<file path="src/rtl/nano_dsi_data.sv">
`default_nettype none
// ============================================================================
// Module   : nano_dsi_data
// Function : D-PHY HS data-lane driver. Runs the LP11->LP01->LP00->HS entry,
//            sends sync 0xB8 and an LSB-first payload, then HS-trail and exit.
//            Define NANO_DSI_DATA_EOT_EN to append the EoT short packet.
// Revision : 1.0 - initial release
// ============================================================================
module nano_dsi_data (
  input  logic       clk,
  input  logic       rst,
  output logic       data_lp_p,
  output logic       data_lp_n,
  output logic       data_hs_p,
  output logic       data_hs_n,
  input  logic       clk_rdy,
  input  logic       clk_sync,
  input  logic [7:0] in_data,
  input  logic       in_last,
  input  logic       in_valid,
  output logic       in_ready,
  output logic       busy,
  output logic       err_underrun,
  input  logic       err_clr,
  input  logic [7:0] cfg_lpx,
  input  logic [7:0] cfg_hs_prep,
  input  logic [7:0] cfg_hs_zero,
  input  logic [7:0] cfg_hs_trail
);

  typedef enum logic [3:0] {
    ST_LP11     = 4'd0,
    ST_LP01     = 4'd1,
    ST_LP00     = 4'd2,
    ST_HS_ZERO  = 4'd3,
    ST_HS_ALIGN = 4'd4,
    ST_HS_SYNC  = 4'd5,
    ST_HS_DATA  = 4'd6,
`ifdef NANO_DSI_DATA_EOT_EN
    ST_HS_EOT   = 4'd7,
`endif
    ST_HS_TRAIL = 4'd8
  } state_t;

  localparam logic [7:0] c_sync_byte = 8'hB8;
  localparam logic [7:0] c_untimed   = 8'h80;
`ifdef NANO_DSI_DATA_EOT_EN
  localparam logic [31:0] c_eot_word = 32'h010F0F08;
`endif

  state_t     state_q, state_d;
  logic [7:0] timer_q, timer_d;
  logic [2:0] bit_q, bit_d;
  logic [7:0] byte_q, byte_d;
  logic       last_q, last_d;
  logic       err_q, err_d;
  logic       tx_last_q, tx_last_d;
  logic       lp_p_q, lp_p_d;
  logic       lp_n_q, lp_n_d;
  logic       hs_p_q, hs_p_d;
  logic       hs_n_q, hs_n_d;
  logic       busy_q, busy_d;
`ifdef NANO_DSI_DATA_EOT_EN
  logic [1:0] eot_idx_q, eot_idx_d;
`endif

  logic trig, at_bit7, ready, accept, underrun;
  logic tx_bit, hs_active, serialising;

  always_comb begin
    trig     = timer_q[7];
    at_bit7  = (bit_q == 3'd7);
    ready    = at_bit7 && ((state_q == ST_HS_SYNC) ||
                           ((state_q == ST_HS_DATA) && !last_q));
    accept   = ready && in_valid;
    underrun = ready && !in_valid;

    state_d = state_q;
    case (state_q)
      ST_LP11:     if (in_valid && clk_rdy) state_d = ST_LP01;
      ST_LP01:     if (trig) state_d = ST_LP00;
      ST_LP00:     if (trig) state_d = ST_HS_ZERO;
      ST_HS_ZERO:  if (trig) state_d = ST_HS_ALIGN;
      ST_HS_ALIGN: if (!clk_sync) state_d = ST_HS_SYNC;
      ST_HS_SYNC:  if (at_bit7) state_d = accept ? ST_HS_DATA : ST_HS_TRAIL;
      ST_HS_DATA: begin
        // At bit 7 without a new byte it is either an underrun or the end of burst.
        if (at_bit7 && !accept) begin
`ifdef NANO_DSI_DATA_EOT_EN
          state_d = underrun ? ST_HS_TRAIL : ST_HS_EOT;
`else
          state_d = ST_HS_TRAIL;
`endif
        end
      end
`ifdef NANO_DSI_DATA_EOT_EN
      ST_HS_EOT:   if (at_bit7 && (eot_idx_q == 2'd3)) state_d = ST_HS_TRAIL;
`endif
      ST_HS_TRAIL: if (trig) state_d = ST_LP11;
      default:     state_d = ST_LP11;
    endcase

    if (state_d != state_q) begin
      case (state_d)
        ST_LP01:     timer_d = cfg_lpx;
        ST_LP00:     timer_d = cfg_hs_prep;
        ST_HS_ZERO:  timer_d = cfg_hs_zero;
        ST_HS_TRAIL: timer_d = cfg_hs_trail;
        default:     timer_d = c_untimed;
      endcase
      bit_d = 3'd0;
    end else begin
      timer_d = timer_q - 8'd1;
      bit_d   = bit_q + 3'd1;
    end

`ifdef NANO_DSI_DATA_EOT_EN
    if (state_q != ST_HS_EOT) eot_idx_d = 2'd0;
    else if (at_bit7)         eot_idx_d = eot_idx_q + 2'd1;
    else                      eot_idx_d = eot_idx_q;
`endif

    byte_d = accept ? in_data : byte_q;
    if (accept)                 last_d = in_last;
    else if (state_q == ST_LP11) last_d = 1'b0;
    else                        last_d = last_q;

    err_d = underrun || (err_q && !err_clr);

    serialising = (state_q == ST_HS_SYNC) || (state_q == ST_HS_DATA);
    case (state_q)
      ST_HS_SYNC:  tx_bit = c_sync_byte[bit_q];
      ST_HS_DATA:  tx_bit = byte_q[bit_q];
`ifdef NANO_DSI_DATA_EOT_EN
      ST_HS_EOT:   tx_bit = c_eot_word[{eot_idx_q, bit_q}];
`endif
      ST_HS_TRAIL: tx_bit = !tx_last_q;
      default:     tx_bit = 1'b0;
    endcase
`ifdef NANO_DSI_DATA_EOT_EN
    serialising = serialising || (state_q == ST_HS_EOT);
`endif
    tx_last_d = serialising ? tx_bit : tx_last_q;

    hs_active = (state_q != ST_LP11) && (state_q != ST_LP01) && (state_q != ST_LP00);
    lp_p_d    = (state_q == ST_LP11);
    lp_n_d    = (state_q == ST_LP11) || (state_q == ST_LP01);
    hs_p_d    = hs_active && tx_bit;
    hs_n_d    = hs_active && !tx_bit;
    busy_d    = (state_q != ST_LP11);
  end

  always_ff @(posedge clk) begin
    if (rst) begin
      state_q   <= ST_LP11;
      timer_q   <= c_untimed;
      bit_q     <= 3'd0;
      byte_q    <= 8'h00;
      last_q    <= 1'b0;
      err_q     <= 1'b0;
      tx_last_q <= 1'b0;
      lp_p_q    <= 1'b1;
      lp_n_q    <= 1'b1;
      hs_p_q    <= 1'b0;
      hs_n_q    <= 1'b0;
      busy_q    <= 1'b0;
`ifdef NANO_DSI_DATA_EOT_EN
      eot_idx_q <= 2'd0;
`endif
    end else begin
      state_q   <= state_d;
      timer_q   <= timer_d;
      bit_q     <= bit_d;
      byte_q    <= byte_d;
      last_q    <= last_d;
      err_q     <= err_d;
      tx_last_q <= tx_last_d;
      lp_p_q    <= lp_p_d;
      lp_n_q    <= lp_n_d;
      hs_p_q    <= hs_p_d;
      hs_n_q    <= hs_n_d;
      busy_q    <= busy_d;
`ifdef NANO_DSI_DATA_EOT_EN
      eot_idx_q <= eot_idx_d;
`endif
    end
  end

  assign data_lp_p    = lp_p_q;
  assign data_lp_n    = lp_n_q;
  assign data_hs_p    = hs_p_q;
  assign data_hs_n    = hs_n_q;
  assign in_ready     = ready;
  assign busy         = busy_q;
  assign err_underrun = err_q;

endmodule
`default_nettype wire

</file>
<file path="config.mk">
export PLATFORM = sky130hd
export DESIGN_NAME = nano_dsi_data
export DESIGN_NICKNAME = d
export VERILOG_FILES = /design/src/rtl/nano_dsi_data.sv
export SDC_FILE = /design/constraint.sdc
export NUM_CORES = 1
export LEC_CHECK = 0
export ABC_CLOCK_PERIOD_IN_PS = 2200
export CORE_MARGIN = 8
export CORE_UTILIZATION = 30
export CTS_BUF_LIST = sky130_fd_sc_hd__clkbuf_16
export CTS_CLUSTER_DIAMETER = 200
export DETAILED_ROUTE_END_ITERATION = 6
export SETUP_SLACK_MARGIN = 0.05
export SYNTH_ARGS = -nofsm -noshare
export SYNTH_HDL_FRONTEND = slang
export SYNTH_SLANG_ARGS = --single-unit
</file>
<file path="constraint.sdc">
create_clock -name clk -period 2.2 [get_ports clk]
set_input_delay 0.44 -clock clk [delete_from_list [all_inputs] [get_ports clk]]
set_output_delay 0.44 -clock clk [all_outputs]
set_load 0.05 [all_outputs]
</file>
==> results.md <==
* Hold slack final at 0.453 ns
* Total Routing Usage GR at 12.5%
* CP Launch Type: flop
* Worst setup path class: flop to primary output
* Antenna viol nets, final at 0
* Die Height at 94.8 um
* Peak supply drop at 0.370 mV
* Placer Congestion at 0.891
* Antenna violations before repair at 0
* Drt pass-1 iters at 5
* F_max at 483 MHz
* Synth Area in XOR/XNOR at 5.23%
* Design Area, Final at 2800 um2
* Status: finished clean
* Vias in the first global route at 1816
* Post-synthesis instance area at 1860 um2
* Count of max-cap constraint violations at 0
* Clock buffer depth at 2
* Starting Density at 31.3%
* Slew @ Worst Pin at 0.510 ns
* Max Slew Vio Count at 0
* Worst path arrival time at 1.63 ns
* Compound-Gate Fraction of Synth Area at 25.1%
* Synth Instances at 221
* DR WL/cell at 14.9 um
* Synth unique cells at 50
* FF-to-FF path depth at 7
* Root Buffer: clkbuf_16
* Vias post-DR at 1888
* CP max stage cell: dfxtp_1
* Largest net degree at the start of global routing at 28
* Placed inst area at 2600 um2
* Post-DP HPWL at 4.25 mm
* Crit path buf inv count at 1
* Min-delay src: byte_q[4]$_SDFFE_PP0P_
* Clk sinks at 32
* Clk_skew at 0.00307 ns
* Delay-heaviest family, CP: simple AND/OR/NAND/NOR gates
* Synth Flop Type: dfxtp_1
* PortBufs at 53
* Slew margin rel. at 65.9%
* Synth Register Bits at 32
* Async SR Flop Fraction at 0%
* Total die area at 8990 um2
* Post-Synth Simple-Gate Area at 22.1%
* RSZ-0062 raised after global routing: false
* Htree depth at 2
* Setup crit end kind: primary output
* Io pins at 54
* WP data required at 1.76 ns
* Total number of yosys warnings at 0
* Crit-path max cell delay at 0.37 ns
* Largest family of logic cells by synthesized area: compound AO/OA/AOI/OAI gates
* CORE AREA at 5960 um2
* Share of cells above drive strength 1 at 17.5%
* Die Wd at 94.8 um
* Power per cell area at 959 nW/um2
* Final setup fails at 0
* Row count at 28
* Fin crit share at 94.1%
* P_leak at 1.06 nW
* Global route total overflow at 0
* EDFF count, synth at 0
* Drt first-iter violations at 90
* CP Cell Sequence: ha_1 -> ha_2 -> and3b_1 -> and2_4 -> buf_12
* Post-route minimum period at 2.07 ns
* Worst-path fanout max at 6
* Clock latency at the later pin of the worst-skew pair at 0.28 ns
* HP Class: flop to flop
* ANT cells at 0
* DRC at 0
* CTS Buf Count at 5
* Vias per Instance at 5.14
* Adder-cell area share of the yosys netlist at 2.01%
* Register area share after synthesis at 34.4%
* Area grow syn2layout at 50.4%
* CTS tree: built
* Post-Syn Area per Cell at 8.44 um2
* Total routed wirelength at 5.47 mm
* Nets at 341
* Worst r2r src: state_q[1]$_SDFF_PP0_
* Hold path depth at 2
* R2R Setup Slk at 0.23 ns
* Post-Syn Nets at 271
* Worst Hold End: byte_q[4]$_SDFFE_PP0P_
* First-pass GRT wire length at 8.79 mm
* Hold Vio Cnt, Final at 0
* Post-synthesis mux area share at 4.63%
* CTS clk-pin slew, worst paths at 0.05 ns
* Reg2reg end: timer_q[6]$_SDFF_PP0_
[layout make-up]
| cell class | count | area (um2) |
|---|---|---|
| fill | 576 | 3150 |
| multi-input combinational | 162 | 1130 |
| inverter | 14 | 52.6 |
| clock buffer | 5 | 125 |
| timing repair buffer | 76 | 713 |
| tap | 75 | 93.8 |
| sequential | 32 | 643 |
| clock inverter | 3 | 42.5 |
[repair_timing]
action                     4_1_cts  5_1_grt
hold buffers                     0        0
resized for setup                1        7
setup endpoints to repair        1       11
setup buffers                    0        0
[metrics by stage]
stage                     util, %  setup TNS, ns  instances  power, W  setup WS [ns]
after floorplan                 -              0        221   0.00149          0.169
after global placement       43.7         -0.321        359   0.00187        -0.0455
after detailed placement     43.7         -0.875        359   0.00188         -0.110
after CTS                    46.6              0        367   0.00268         0.0804
after global routing         47.1              0        367   0.00284         0.0719
final                        47.1              0        367   0.00269          0.130
[worst max-delay path by stage]
stage	endpoint	start	slack, ns	cells after the start
after floorplan	timer_q[7]$_SDFF_PP1_	bit_q[0]$_SDFF_PP0_	0.17	8
after global routing	timer_q[6]$_SDFF_PP0_	in_valid	0.07	8
after global placement	timer_q[3]$_SDFF_PP0_	in_valid	-0.05	7
final	in_ready	bit_q[1]$_SDFF_PP0_	0.13	5
after detailed placement	timer_q[1]$_SDFF_PP0_	in_valid	-0.11	7
after CTS	timer_q[1]$_SDFF_PP0_	state_q[0]$_SDFF_PP0_	0.08	7
[power breakdown]
group	internal (W)	leakage, nW	switching (W)
Combinational	0.000578	0.722	0.000538
Clock	0.000531	0.0798	0.000259
Sequential	0.000683	0.262	0.000101
[synthesized netlist by cell type (5+ instances only)]
cell       n  area share [%]
dfxtp_1   32              34
a21oi_1   22             5.9
nand2_1   21             4.2
inv_1     14             2.8
nand3_1   12             3.2
nor2_1    11             2.2
a211oi_1   8             3.2
o211ai_1   8             3.2
a22oi_1    7             2.8
clkbuf_1   6             1.2
nor2b_1    6             2.0
xnor2_1    5             2.3
[flip-flops by register name, summed over array words and instances, names as in the netlist, named ones only]
register and count:
bit_q 3, busy 1, byte_q 8, data_hs_n 1
data_hs_p 1, data_lp_n 1, data_lp_p 1, err_underrun 1
last_q 1, state_q 4, timer_q 8, tx_last_q 1
[worst reg2reg max path: cells and delay by family, from the launching register on]
family          cells  cell delay (ns)
simple gates        2             0.68
compound gates      4             0.64
flops               1             0.39
buf+inv             1             0.18
[kinds of logic (layout without fill, tap and decap cells)]
logic type,count (synthesis),in the layout
and+or+nand+nor,78,78
AOI/OAI and AO/OA,66,66
DFF,32,32
buffers and inverters,27,98
xor gates and xnor gates,9,9
muxes,6,6
adders and majority gates,3,3
[cell usage in the layout (no fill, tap or decap), types with 3 or more instances in the layout]
cell             synthesis  final
mux2i_1                  3      3
nor3_1                   4      4
clkbuf_16                0      5
inv_1                   14     14
nand3_1                 12     12
o21ai_0                  4      4
o211ai_1                 8      8
clkdlybuf4s50_1          0     52
nor2_1                  11     11
dfxtp_1                 32     30
nand2b_1                 4      4
a21oi_1                 22     22
buf_4                    0     23
nor2b_1                  6      6
xnor2_1                  5      4
nand2_1                 21     21
a22oi_1                  7      7
a211oi_1                 8      7
and3_1                   3      3
xor2_1                   3      3
[layer usage]
metal / track usage [%] / wire length, um / share of wire (%) / vias to the layer above
met5: 0 / 0 / 0 / -
met4: 5.20 / 93 / 1.7 / 0
met3: 3.81 / 215 / 3.9 / 7
met2: 20.7 / 2710 / 50 / 37
met1: 14.7 / 2450 / 45 / 903
li1: - / - / - / 941
(Power assumes the default switching activity.)
